[src/rtl/uart_write_d_if.sv]
// Byte handshake between the multi-byte UART sender (master) and the
// single-byte transmitter (slave).
interface uart_write_d_if;
  logic       ready;
  logic       send;
  logic [7:0] data;

  modport master (
    input  ready,
    output send,
    output data
  );

  modport slave (
    output ready,
    input  send,
    input  data
  );
endinterface

[src/rtl/uart_write_d.sv]
// Single-byte UART transmitter, 8N1 LSB first, ready/send handshake plus a
// bit-rate strobe on tclk. Define UART_WRITED_PARITY_EN for an even-parity bit.
//
// state    | meaning
// ---------+----------------------------------------------------
// S_IDLE   | line high, ready=1, waiting for send
// S_START  | start bit (TX=0)
// S_DATA   | eight data bits, data[0] first
// S_PARITY | even parity of the byte (only with UART_WRITED_PARITY_EN)
// S_STOP   | stop bit (TX=1); ready rises when it ends
module uart_write_d #(
  parameter int CLKS_PER_BIT = 434
) (
  input  logic           Clock,
  input  logic           Reset,
  uart_write_d_if.slave  host,
  output logic           TX,
  output logic           tclk
);

  localparam int CW = (CLKS_PER_BIT > 2) ? $clog2(CLKS_PER_BIT) : 1;
  localparam logic [CW-1:0] BAUD_LAST = CW'(CLKS_PER_BIT - 1);
  localparam logic [CW-1:0] BAUD_HALF = CW'(CLKS_PER_BIT / 2);

  typedef enum logic [2:0] {
    S_IDLE,
    S_START,
    S_DATA,
    S_PARITY,
    S_STOP
  } state_t;

  state_t        state_q, state_d;
  logic [CW-1:0] baud_q, baud_d;
  logic [2:0]    bit_q, bit_d;
  logic [7:0]    shift_q, shift_d;
  logic          tx_q, tx_d;
  logic          ready_q, ready_d;
  logic          tclk_q, tclk_d;
  logic          baud_wrap;
`ifdef UART_WRITED_PARITY_EN
  logic          parity_q, parity_d;
`endif

  always_ff @(posedge Clock) begin
    if (Reset) begin
      state_q  <= S_IDLE;
      baud_q   <= '0;
      bit_q    <= '0;
      shift_q  <= '0;
      tx_q     <= 1'b1;
      ready_q  <= 1'b1;
      tclk_q   <= 1'b0;
`ifdef UART_WRITED_PARITY_EN
      parity_q <= 1'b0;
`endif
    end else begin
      state_q  <= state_d;
      baud_q   <= baud_d;
      bit_q    <= bit_d;
      shift_q  <= shift_d;
      tx_q     <= tx_d;
      ready_q  <= ready_d;
      tclk_q   <= tclk_d;
`ifdef UART_WRITED_PARITY_EN
      parity_q <= parity_d;
`endif
    end
  end

  // Outputs are computed for the state being entered so every pin is a flop.
  always_comb begin
    state_d   = state_q;
    baud_d    = baud_q;
    bit_d     = bit_q;
    shift_d   = shift_q;
    tx_d      = tx_q;
    ready_d   = ready_q;
`ifdef UART_WRITED_PARITY_EN
    parity_d  = parity_q;
`endif
    baud_wrap = (baud_q == BAUD_LAST);

    if (state_q != S_IDLE) begin
      baud_d = baud_wrap ? '0 : baud_q + 1'b1;
    end

    unique case (state_q)
      S_IDLE: begin
        if (host.send) begin
          state_d  = S_START;
          shift_d  = host.data;
          baud_d   = '0;
          bit_d    = '0;
          tx_d     = 1'b0;
          ready_d  = 1'b0;
`ifdef UART_WRITED_PARITY_EN
          parity_d = ^host.data;
`endif
        end
      end
      S_START: begin
        if (baud_wrap) begin
          state_d = S_DATA;
          tx_d    = shift_q[0];
        end
      end
      S_DATA: begin
        if (baud_wrap) begin
          shift_d = {1'b0, shift_q[7:1]};
          if (bit_q == 3'd7) begin
`ifdef UART_WRITED_PARITY_EN
            state_d = S_PARITY;
            tx_d    = parity_q;
`else
            state_d = S_STOP;
            tx_d    = 1'b1;
`endif
          end else begin
            bit_d = bit_q + 1'b1;
            tx_d  = shift_q[1];
          end
        end
      end
`ifdef UART_WRITED_PARITY_EN
      S_PARITY: begin
        if (baud_wrap) begin
          state_d = S_STOP;
          tx_d    = 1'b1;
        end
      end
`endif
      S_STOP: begin
        if (baud_wrap) begin
          state_d = S_IDLE;
          tx_d    = 1'b1;
          ready_d = 1'b1;
        end
      end
      default: begin
        state_d = S_IDLE;
        baud_d  = '0;
        tx_d    = 1'b1;
        ready_d = 1'b1;
      end
    endcase

    tclk_d = (state_d != S_IDLE) && (baud_d < BAUD_HALF);
  end

  assign host.ready = ready_q;
  assign TX         = tx_q;
  assign tclk       = tclk_q;

endmodule

[src/flat_wrapper.sv]
// flat-port wrapper written by rule: the top's interface ports become plain ports
module uart_write_d_flat 
#(
  parameter int CLKS_PER_BIT = 434
)
  (Clock, Reset, TX, tclk, host_ready, host_send, host_data);
  uart_write_d_if host_i ();
  input  logic Clock;
  input  logic Reset;
  output logic TX;
  output logic tclk;
  output wire logic [$bits(host_i.ready)-1:0] host_ready;
  input wire logic [$bits(host_i.send)-1:0] host_send;
  input wire logic [$bits(host_i.data)-1:0] host_data;
  assign host_ready = host_i.ready;
  assign host_i.send = host_send;
  assign host_i.data = host_data;
  uart_write_d #(.CLKS_PER_BIT(CLKS_PER_BIT)) u_core (.Clock(Clock), .Reset(Reset), .host(host_i), .TX(TX), .tclk(tclk));
endmodule
[config.mk]
export PLATFORM = sky130hd
export DESIGN_NAME = uart_write_d_flat
export DESIGN_NICKNAME = d
export VERILOG_FILES = /design/src/rtl/uart_write_d_if.sv /design/src/rtl/uart_write_d.sv /design/src/flat_wrapper.sv
export SDC_FILE = /design/constraint.sdc
export NUM_CORES = 1
export LEC_CHECK = 0
export ABC_AREA = 1
export CORE_MARGIN = 2
export CORE_UTILIZATION = 45
export DETAILED_ROUTE_END_ITERATION = 12
export PLACE_DENSITY = 0.68
export SETUP_SLACK_MARGIN = 0.5
export SLEW_MARGIN = 30
export SYNTH_ARGS = -nofsm -noshare
export SYNTH_HDL_FRONTEND = slang
export SYNTH_SLANG_ARGS = --single-unit
[constraint.sdc]
create_clock -name Clock -period 4.31 [get_ports Clock]
set_clock_uncertainty 0.15 [all_clocks]
set_input_delay 0.862 -clock Clock [delete_from_list [all_inputs] [get_ports Clock]]
set_output_delay 0.862 -clock Clock [all_outputs]
set_load 0.01 [all_outputs]
==> impl_metrics.toml, run 1 <==
[run]
drv_cap = 0

[global_routing]
grt_pass1_wl_um = 5457
grt_pass1_vias = 1273
gr-usage-met3_pct = 2.679
grt.busiest_layer = "met2"
grtUsageTotal_pct = 16.92
grt_max_degree = 17
use_met1_pct = 23.58
use_met2_pct = 26.05
grt_overflow_total = 0
antenna_found_initial = 0

[power_and_ir_drop]
clock_power_share_pct = 26.9
switching_share_pct = 26.86
power_density_nw_per_um2 = 261.3
combPwrFrac_pct = 16.8
p_switching_uw = 123.6
seq_power_share_pct = 56.3
finalPower_uw = 460.0
p_int_uw = 336.4
leakagePower_nw = 0.8313
ir_worst_vdd_mv = 0.1963

[clocking]
cts_tree = "yes"
cts_buffers = 3
clk_latency_ps = 320
cts_setup_buffers = 0
clk_path_buf_depth = 2
cts-root-buf = "clkbuf_4"
h-tree-depth = 1
hold_buffers = 0
clk_pin_slew_worst_paths_ps = 140
cts.sinks = 26
cts_resized = 0

[min_path]
hp-class = "reg2reg"
hold_start = "u_core.shift_q[7]$_SDFFE_PP0P_"
hold_path_depth = 2
hold-path-endpoint = "u_core.shift_q[7]$_SDFFE_PP0P_"

[synthesis]
synth_warnings = 0
ys_top_cells_by_area = "dfxtp_1 (33%), nand2_1 (16%), inv_1 (6.6%), nand3_1 (5.0%), nor2_1 (5.0%)"
synth_nets = 247
synth_top_area_share_pct = 32.76
netlist_instances = 232
async_flop_share_pct = 0
synth_area_per_cell_um2 = 6.849
yosysTopAreaCell = "dfxtp_1"
synth_cell_types = 28
ys_seq_area_share_pct = 32.76
synth_edf_count = 0
synth_seq_cells = 26
synthesis.area_um2 = 1589
synth_flop_cell = "dfxtp_1"

[setup_path]
crit_family = "buffers and inverters"
rrSetupSlack_ps = 2310
cp_slowest_stage_delay_ps = 540
arrival_ps = 1230
crit_path_end_kind = "output pin"
worstPathCellList = "clkdlybuf4s50_1"
start_kind = "register"
r2r_cells = 10
path_buf_inv = 1
r2r_end = "u_core.bit_q[2]$_SDFFE_PP0P_"
cp_max_fo = 1
crit_type = "reg2out"
required_ps = 3300
critPathSlowestCell = "clkdlybuf4s50_1"
startpoint = "u_core.tclk$_SDFF_PP0_"
crit-reg2reg-launch = "u_core.state_q[0]$_SDFF_PP0_"

[floorplan]
rows = 21
initial_core_util_pct = 47.25
core_um2 = 3363
die_w_um = 63.43
dieArea_um2 = 4023
ioPinCount = 14
die_h_um = 63.43

[finish]
final_common_cell = "nand2_1"
diodes = 0
area_growth_pct = 10.79
fin_util_pct = 52.34
fillers = 371
instances_no_fill = 288
drive_above_1_share_pct = 14.88
fin_area_um2 = 1760
mostFrequentLayoutCells = "nand2_1 (68), inv_1 (28), dfxtp_1 (26)"
final_nets = 258

[place]
dp.cells = 284
gp_congestion = 0.8202
io_buffers = 13
dp.final_hpwl_um = 2324
pre_cts_slack_ps = 1759
dpl_cell_area_um2 = 1724

[sta]
setup-violations-final = 0
fin_hold_ws_ps = 324.3
timing.final.ws_setup_ps = 2065
maxSlewViolCount = 0
period_minus_slack_ps = 2245
tns_ps = 0
rsz0062_at_grt = "false"
fmax_ghz = 0.4454
finalCritPeriodShare_pct = 52.09
tightest_slew_ps = 575.7
hold_viol_final = 0
slew_headroom_pct = 61.50

[routing]
avgViaCountPerCell = 4.882
drc = 0
drtPass1Iterations = 4
ant_nets = 0
routedWlPerCell_um = 10.52
drt_iter0_markers = 65
vias = 1406
routed_wl_um = 3031

[run_status]
status = "complete, no violations"
layout make-up:
| class | count | area [µm²] | share of cell area, % |
|---|---|---|---|
| Clock buffer | 4 | 36.28 | 2.061 |
| Timing Repair Buffer | 13 | 130.1 | 7.392 |
| Tap cell | 46 | 57.56 | 3.269 |
| Multi-Input combinational cell | 164 | 882.1 | 50.11 |
| Sequential cell | 26 | 520.5 | 29.57 |
| Inverter | 35 | 133.9 | 7.605 |
synth_stat cells, types with 2 or more instances:
library cell / n
a21oi_1: 7
dfxtp_1: 26
clkinv_2: 2
clkbuf_1: 3
nand3_2: 7
nor2_2: 4
inv_1: 28
nand2_4: 3
nor3_1: 2
nand2_2: 5
nor2_4: 3
ha_1: 4
nand4_1: 2
nand2_1: 68
nor2_1: 21
buf_6: 3
a31oi_1: 7
o21ai_0: 8
nand3_1: 16
inv_2: 5
logic make-up after synthesis:
kind of cell               share of synthesized area (%)
and+or+nand+nor                                    43.23
buffers and inverters                              11.73
DFF                                                32.76
AOI/OAI and AO/OA                                  9.134
adders and majority gates                          3.150
worst max path at each step:
stage / slack, ps / end / depth (start not counted)
floorplan: 2560 / u_core.shift_q[0]$_SDFFE_PP0P_ / 5
global placement: 1790 / u_core.tclk$_SDFF_PP0_ / 6
detailed placement: 1760 / u_core.tclk$_SDFF_PP0_ / 6
CTS: 2050 / tclk / 1
global route: 2010 / tclk / 1
finish: 2060 / tclk / 1
state kept, by name, indices dropped and copies added, names as in the netlist:
name               count
u_core.host.ready      1
u_core.shift_q         8
u_core.tclk            1
u_core.state_q         3
u_core.TX              1
u_core.baud_q          9
u_core.bit_q           3
power by group through the flow:
| stage | Clock (mW) | Sequential (mW) | Combinational [mW] |
|---|---|---|---|
| after global placement | 0 | 0.264 | 0.0773 |
| after global routing | 0.139 | 0.260 | 0.0871 |
| after floorplan | 0 | 0.264 | 0.0540 |
| after CTS | 0.131 | 0.259 | 0.0780 |
| final | 0.124 | 0.259 | 0.0772 |
| after detailed placement | 0 | 0.264 | 0.0777 |
per-layer routing:
metal  part of all wire (%)  up-vias
met5                      0        -
met4                    1.6        0
met3                    3.0        5
met2                     43       22
met1                     52      627
li1                       -      752
(Power assumes the default switching activity.)
==> run 2, diff against run 1 <==
--- a/config.mk
+++ b/config.mk
@@ -9,7 +9,7 @@
 export CORE_MARGIN = 2
 export CORE_UTILIZATION = 45
 export DETAILED_ROUTE_END_ITERATION = 12
-export PLACE_DENSITY = 0.68
+export PLACE_DENSITY = 0.7
 export SETUP_SLACK_MARGIN = 0.5
 export SLEW_MARGIN = 30
 export SYNTH_ARGS = -nofsm -noshare
==> constraint.sdc (replaced) <==
create_clock -name Clock -period 1.8 [get_ports Clock]
set_clock_uncertainty 0.15 [all_clocks]
set_input_delay 0.36 -clock Clock [delete_from_list [all_inputs] [get_ports Clock]]
set_output_delay 0.36 -clock Clock [all_outputs]
set_load 0.01 [all_outputs]
==> run 2 against run 1 <==
Net effect: count of clock-buffer cells in the layout stayed put; sequential cell count stayed put; utilization is 22 points higher; routed wire length is 43% higher; critical path type is now reg2reg; critical endpoint is now u_core.bit_q[0]$_SDFFE_PP0P_.
==> impl_metrics.toml, run 2 (same netlist as run 1, synthesis figures left out) <==
[sta]
rsz0062_at_grt = "true"
tns_ps = 0
hold_viol_final = 0
fmax_ghz = 0.5795
setup-violations-final = 0
maxSlewViolCount = 0
period_minus_slack_ps = 1726
slew_headroom_pct = 73.93
finalCritPeriodShare_pct = 95.87
tightest_slew_ps = 390.7

[clocking]
cts_buffers = 3
hold_buffers = 0
clk_path_buf_depth = 2
clk_latency_ps = 340
h-tree-depth = 1
cts_tree = "yes"
clk_pin_slew_worst_paths_ps = 160
cts-root-buf = "clkbuf_4"
cts.sinks = 26

[finish]
fillers = 249
diodes = 0
mostFrequentLayoutCells = "nand2_1 (48), buf_4 (23), inv_1 (21)"
final_nets = 293
instances_no_fill = 323
largest_reg_flops = 9
drive_above_1_share_pct = 53.07
final_common_cell = "nand2_1"
top_register = "u_core.baud_q"
final-seq-area_um2 = 544.3
area_growth_pct = 57.17
multi_input_area_um2 = 1237
largestRegisters = "u_core.baud_q (9), u_core.shift_q (8)"

[routing]
drt_iter0_markers = 56
drc = 0
routed_wl_um = 4344
ant_nets = 0
avgViaCountPerCell = 5.037
vias = 1627
drtPass1Iterations = 4
routedWlPerCell_um = 13.45

[floorplan]
initial_core_util_pct = 47.25
die_h_um = 63.43
core_um2 = 3363
dieArea_um2 = 4023
ioPinCount = 14
rows = 21
die_w_um = 63.43

[global_routing]
antenna_found_initial = 0
grt_max_degree = 16
grt_pass1_vias = 1385
grt_pass1_wl_um = 6320
grt_overflow_total = 0
grtUsageTotal_pct = 19.89

[power_and_ir_drop]
power_density_nw_per_um2 = 525.1
leakagePower_nw = 1.145
finalPower_mw = 1.311
ir_worst_vdd_mv = 0.4474

[place]
io_buffers = 13
dp.final_hpwl_um = 2528
gp_congestion = 0.8842
dp.cells = 293

[min_path]
hp-class = "reg2reg"

[setup_path]
crit_type = "reg2reg"
start_kind = "register"
rrSetupSlack_ps = 70
crit_path_end_kind = "register"
required_ps = 1930
cp_max_fo = 5
arrival_ps = 1860

[run]
drv_cap = 0

[run_status]
status = "complete, no violations"
run 2: changes by cell type in the layout (fill, tap and decap cells not counted), moves of 8 or more:
cell	delta
buf_4	+23
buf_6	+9
dfxtp_1	-11
nand2_1	-20
nand2_2	+11
nand2_4	+8
nand3_1	-9
nor2_1	-9
nor2_4	+9
run 2: per-stage QoR:
step | hold WS [ps] | instance area (µm²) | utilization (%) | worst slack, ps
2_1_floorplan | 289.1 | 1622 | - | 252.5
3_3_place_gp | 300.9 | 1824 | 54.24 | 3.144
3_5_place_dp | 311.9 | 1824 | 54.24 | -22.91
4_1_cts | 334.3 | 2078 | 61.79 | 129.0
6_report | 335.1 | 2497 | 74.26 | 74.33
5_1_grt | 354.0 | 2497 | 74.26 | -19.98
run 2: final timing paths:
kind	start	end	cells after the start
max	u_core.baud_q[1]$_SDFF_PP0_	u_core.bit_q[0]$_SDFFE_PP0P_	10
min	u_core.bit_q[1]$_SDFFE_PP0P_	u_core.bit_q[1]$_SDFFE_PP0P_	2
max reg2reg	u_core.baud_q[1]$_SDFF_PP0_	u_core.bit_q[0]$_SDFFE_PP0P_	10
min reg2reg	u_core.bit_q[1]$_SDFFE_PP0P_	u_core.bit_q[1]$_SDFFE_PP0P_	2
run 2: worst max-delay path, cell delays in order (launching register included):
cell     delay [ps]
dfxtp_4         390
inv_2            60
ha_4            150
nand4_1         100
nor2_2          170
nand2_2          80
nand2_4         110
inv_4            60
nor2_4          150
buf_4           130
o211a_1         120
run 2: cell type report:
cell class / instances / area share, %
tap: 46 / 2.305
inverter: 35 / 6.062
sequential: 26 / 21.79
timing repair buffer: 47 / 18.39
multi-input combinational: 165 / 49.55
clock buffer: 4 / 1.904
run 2: power breakdown:
| group | internal [mW] | switching, mW | total (mW) |
|---|---|---|---|
| combinational | 0.163 | 0.165 | 0.328 |
| clock | 0.170 | 0.191 | 0.361 |
| sequential | 0.602 | 0.0205 | 0.622 |
| total | 0.935 | 0.377 | 1.31 |
run 2: timing repair:
item	CTS	global route
setup endpoints to repair	29	29
buffers inserted	12	12
hold endpoints to repair	0	0
resized for setup	50	75
pin swaps	24	41
cloned	1	1
run 2: metal layers:
layer,global-route usage (%),wire length (µm),up-vias
li1,-,-,832
met1,26.88,1972,751
met2,33.68,2173,36
met3,1.786,137,8
met4,5.707,60,0
met5,0,0,-
==> run 3, diff against run 2 <==
--- a/config.mk
+++ b/config.mk
@@ -6,6 +6,7 @@
 export NUM_CORES = 1
 export LEC_CHECK = 0
 export ABC_AREA = 1
+export ABC_CLOCK_PERIOD_IN_PS = 1800
 export CORE_MARGIN = 2
 export CORE_UTILIZATION = 45
 export DETAILED_ROUTE_END_ITERATION = 12
==> results of run 3 <==
The final DEF is identical to that of run 2; final timing and power are the same.
==> RTL change 1 (settings of run 1) <==
Build with the macro `UART_WRITED_PARITY_EN` defined.
--- a/src/rtl/uart_write_d.sv
+++ b/src/rtl/uart_write_d.sv
@@ -9,4 +9,6 @@
 // S_PARITY | even parity of the byte (only with UART_WRITED_PARITY_EN)
 // S_STOP   | stop bit (TX=1); ready rises when it ends
+`define UART_WRITED_PARITY_EN
+
 module uart_write_d #(
   parameter int CLKS_PER_BIT = 434
Check against the original RTL: no difference found for any inputs over 10 cycles, from zero or initial values and one cycle with Reset high; that may be too few to reach the edited logic, so the function may still have changed.
==> RTL change 1 against run 1 <==
Worst setup slack got worse by 0.046 ns. Synthesized area fell by 5.4%. Count of clock-buffer cells in the layout fell by 1. Design area is 3.9% lower. Hold slack got worse by 0.0056 ns. Sequential cell count is 1 higher. Power decreased by 0.28%. Routed wire length decreased by 2.7%. Largest cell class unchanged. Largest power group unchanged. Highest routed layer unchanged.
==> RTL change 1: results (changes against run 1) <==
status:
  run_status: "complete, no violations"  # unchanged
cells_and_area:
  insertedDiodeCount: 0  # unchanged
  nNetsFinal: 243  # was 258
  num-fill-cells: 313  # was 371
setup_path:
  critPathArrivalTime_ns: 2.42  # was 1.23 ns
  cpLargestDelayFamily: "simple AND/OR/NAND/NOR gates"  # was buffers and inverters
  slowest_delay_ns: 0.56  # was 0.54 ns
  timing.critical_path.slowest_stage_cell: "sky130_fd_sc_hd__nor3_2"  # was sky130_fd_sc_hd__clkdlybuf4s50_1
  critical_path.max_fanout: 15  # was 1
synth:
  yosys.area_share.adder_pct: 3.331  # was 3.150%
  register_area_share_after_synthesis_pct: 35.97  # was 32.76%
  yosys.area_share.xor_xnor_pct: 5.246  # was 0%
  synth.top_cells.by_area: "sky130_fd_sc_hd__dfxtp_1 36%, sky130_fd_sc_hd__nand2_1 12%, sky130_fd_sc_hd__nor2_1 6.7%"  # was sky130_fd_sc_hd__dfxtp_1 33%, sky130_fd_sc_hd__nand2_1 16%, sky130_fd_sc_hd__inv_1 6.6%
  top_post_synthesis_cells_by_count: "50 x sky130_fd_sc_hd__nand2_1, 27 x sky130_fd_sc_hd__dfxtp_1, 27 x sky130_fd_sc_hd__nor2_1"  # was 68 x sky130_fd_sc_hd__nand2_1, 28 x sky130_fd_sc_hd__inv_1, 26 x sky130_fd_sc_hd__dfxtp_1
  yosys.cell_types.count: 32  # was 28
drt:
  drtPass1Iterations: 4  # unchanged
  drt_iter0_drc: 72  # was 65
  number_of_vias_per_cell: 4.919  # was 4.882
  post_route_wl_microns: 2949  # was 3031 microns
power_and_ir_drop:
  power.ir.vdd_worst_v: 0.0001532  # was 0.0001963 V
  static-leakage-power_uw: 0.0006994  # was 0.0008313 uW
global_route:
  vias_in_the_first_global_route: 1200  # was 1273
  grt_pass1_wl_microns: 5119  # was 5457 microns
  initial_antenna_violation_count: 0  # unchanged
  groute.usage.overall_pct: 18.12  # was 16.92%
cts:
  cts.repair_timing.setup_buffer_count: 0  # unchanged
  cts_resized: 0  # unchanged
placement:
  hpwl_microns: 2269  # was 2324 microns
  post-place-ws_ns: 1.724  # was 1.759 ns
  routability_driven_placement_congestion_ratio: 0.8092  # was 0.8202
  placed_cell_area_sq_um: 1664  # was 1724 sq um
timing:
  worstMarginPinSlew_ns: 0.7173  # was 0.5757 ns
## RTL change 1: cell type report
type / count / area [sq um] / share of cell area, %
tap: 44 / 55.05 / 3.254
clock buffer: 3 / 22.52 / 1.331
inverter: 23 / 86.33 / 5.104
sequential: 27 / 540.5 / 31.95
clock inverter: 1 / 5.005 / 0.2959
timing repair buffer: 13 / 130.1 / 7.692
multi-input combinational: 160 / 852.1 / 50.37
## RTL change 1: power breakdown
part | leakage (uW) | internal, uW | total, uW | switching, uW
registers | 0.000221 | 263 | 272 | 8.70
clock network | 0.0000177 | 34.8 | 107 | 72.6
logic | 0.000461 | 36.5 | 79.7 | 43.1
## RTL change 1: worst register-to-register path, delay by kind of cell (launching register included)
kind	cells	cell delay, ns
buffers and inverters	1	0.11
and+or+nand+nor	6	1.42
AOI/OAI and AO/OA	1	0.12
DFF	1	0.43
## RTL change 1: kinds of logic (layout without fill, tap and decap cells)
family,after synthesis,count (layout)
xor gates and xnor gates,9,9
and+or+nand+nor,114,114
adders and majority gates,4,4
buffers and inverters,27,40
DFF,27,27
AOI/OAI and AO/OA,33,33
## RTL change 1: path summary, 6_finish.rpt
kind | to | depth (start not counted) | slack [ns] | start
setup reg to reg | u_core.tclk | 8 | 2.02 | u_core.state_q[1]
hold / removal | u_core.shift_q[2] | 2 | 0.32 | u_core.shift_q[3]
setup / recovery | u_core.tclk | 8 | 2.02 | u_core.state_q[1]
hold reg to reg | u_core.shift_q[2] | 2 | 0.32 | u_core.shift_q[3]
## RTL change 1: through the flow
step                instances  hold slack [ns]
floorplan                 214           0.2972
detailed placement        267           0.3173
global route              271           0.3394
finish                    271           0.3187
global placement          267           0.3160
CTS                       271           0.3305
## RTL change 1: per-layer routing
metal	vias up	global-route usage (%)	wire length, microns
li1	723	-	-
met1	579	24.14	1499
met2	27	28.57	1284
met3	4	4.348	119
met4	0	6.687	46
met5	-	0	0
==> RTL change 2 (flow settings as in run 1) <==
Without the edit above. Encoding of `state_t`: now Gray code (3 bits for 5 states).
--- a/src/rtl/uart_write_d.sv
+++ b/src/rtl/uart_write_d.sv
@@ -24,9 +24,9 @@
 
   typedef enum logic [2:0] {
-    S_IDLE,
-    S_START,
-    S_DATA,
-    S_PARITY,
-    S_STOP
+    S_IDLE   = 3'b000,
+    S_START  = 3'b001,
+    S_DATA   = 3'b011,
+    S_PARITY = 3'b010,
+    S_STOP   = 3'b110
   } state_t;
 
Behaviour: same outputs for any inputs over 10 cycles, from zero or initial values and one cycle with Reset high; not proved beyond that.
==> RTL change 2 against run 1 <==
Routed wire length is 5.5% higher. Power fell by 3.1%. Synthesized area fell by 3.1%. Sequential share of layout area is 0.47 points higher. Global-route usage up 0.82 points. Sequential cell count stayed put. Worst setup slack gained 0.0050 ns. Design area fell by 1.6%. Synthesized cell count is 3.0% higher. Non-clock buffer count unchanged. Count of clock-buffer cells in the layout is the same.
==> RTL change 2: results (changes against run 1) <==
setup_path:
  critPathArrivalTime_ns: 1.23  # about the same
  slowest_delay_ns: 0.54  # about the same
  timing.critical_path.slowest_stage_cell: "sky130_fd_sc_hd__clkdlybuf4s50_1"  # unchanged
  critical_path.max_fanout: 2  # was 1
cells_and_area:
  nNetsFinal: 267  # was 258
  nClkBuffers: 4  # unchanged
  final-nonclk-buf-share_pct: 7.509  # was 7.392%
  area_share_clock_buf_inv_pct: 2.094  # was 2.061%
  num-fill-cells: 370  # was 371
  seq_cells: 26  # unchanged
  final_layout_size_suffix_gt1_share_pct: 10.36  # was 14.88%
  inv_count: 32  # was 35
  fraction_of_area_in_multi_input_gates_pct: 50.11  # about the same
  multiInputGateArea_sq_um: 868.3  # was 882.1 sq um
  comb.multi_input.count: 176  # was 164
power_and_ir_drop:
  powerComb_uw: 67.5  # was 77.2 uW
  p_sw_uw: 114.1  # was 123.6 uW
  share_comb_of_total_power_pct: 15.2  # was 16.8%
  static-leakage-power_uw: 0.0007802  # was 0.0008313 uW
  power.ir.vdd_worst_v: 0.0001784  # was 0.0001963 V
synth:
  top_post_synthesis_cells_by_count: "67 x sky130_fd_sc_hd__nand2_1, 40 x sky130_fd_sc_hd__nor2_1, 27 x sky130_fd_sc_hd__inv_1"  # was 68 x sky130_fd_sc_hd__nand2_1, 28 x sky130_fd_sc_hd__inv_1, 26 x sky130_fd_sc_hd__dfxtp_1
  register_area_share_after_synthesis_pct: 33.79  # was 32.76%
  synth_ff_type: "sky130_fd_sc_hd__dfxtp_1"  # unchanged
  yosys.area_share.xor_xnor_pct: 0  # unchanged
  yosys.area_share.adder_pct: 3.249  # was 3.150%
  portion_of_netlist_area_occupied_by_mux_cells_pct: 0  # unchanged
  synth.top_cells.by_area: "sky130_fd_sc_hd__dfxtp_1 34%, sky130_fd_sc_hd__nand2_1 16%, sky130_fd_sc_hd__nor2_1 9.7%"  # was sky130_fd_sc_hd__dfxtp_1 33%, sky130_fd_sc_hd__nand2_1 16%, sky130_fd_sc_hd__inv_1 6.6%
  synth_nets: 254  # was 247
  synthCells: 239  # was 232
  synth_compound_area_share_pct: 7.961  # was 9.134%
timing:
  headroom_to_the_max_slew_limit_pct: 63.82  # was 61.50%
global_route:
  groute.usage.overall_pct: 17.74  # was 16.92%
  grt_pass1_wl_microns: 5623  # was 5457 microns
  grt_max_degree: 15  # was 17
placement:
  post-place-ws_ns: 1.848  # was 1.759 ns
  placedCellCount: 293  # was 284
  placed_cell_area_sq_um: 1697  # was 1724 sq um
  routability_driven_placement_congestion_ratio: 0.8468  # was 0.8202
  hpwl_microns: 2498  # was 2324 microns
drt:
  drt_iter0_drc: 99  # was 65
  number_of_vias_per_cell: 4.842  # was 4.882
  num_vias: 1438  # was 1406
floorplanning:
  fp.dieW_microns: 62.51  # was 63.43 microns
status:
  run_status: "complete, no violations"  # unchanged
cts:
  maximum_count_of_clock_buffers_along_a_single_path: 2  # unchanged
[RTL change 2: cell types whose count changed after synthesis, sizes merged, moves of 2 or more]
| cell | run 1 | this run |
|---|---|---|
| a31oi | 7 | 1 |
| nand3 | 24 | 18 |
| nor2 | 28 | 44 |
| o21ai | 8 | 11 |
| nand3b | 1 | 3 |
| inv | 33 | 31 |
| nand4 | 3 | 6 |
[RTL change 2: worst paths after layout]
check,from,to,slack [ns],cells after the start
max,u_core.host.ready,host_ready,2.07,1
max reg2reg,u_core.state_q[0],u_core.bit_q[0],2.23,9
min,u_core.bit_q[1],u_core.bit_q[1],0.33,2
min reg2reg,u_core.bit_q[1],u_core.bit_q[1],0.33,2
[RTL change 2: per-layer routing]
metal	part of all wire, %	global-route usage [%]
met1	48	21.35
met2	49	32.53
met3	3.1	2.162
met4	0.72	5.833
met5	0	0
[RTL change 2: kinds of logic after synthesis]
kind of cell               count (synthesis)
AOI/OAI and AO/OA                         22
adders and majority gates                  4
buffers and inverters                     37
DFF                                       26
and+or+nand+nor                          150
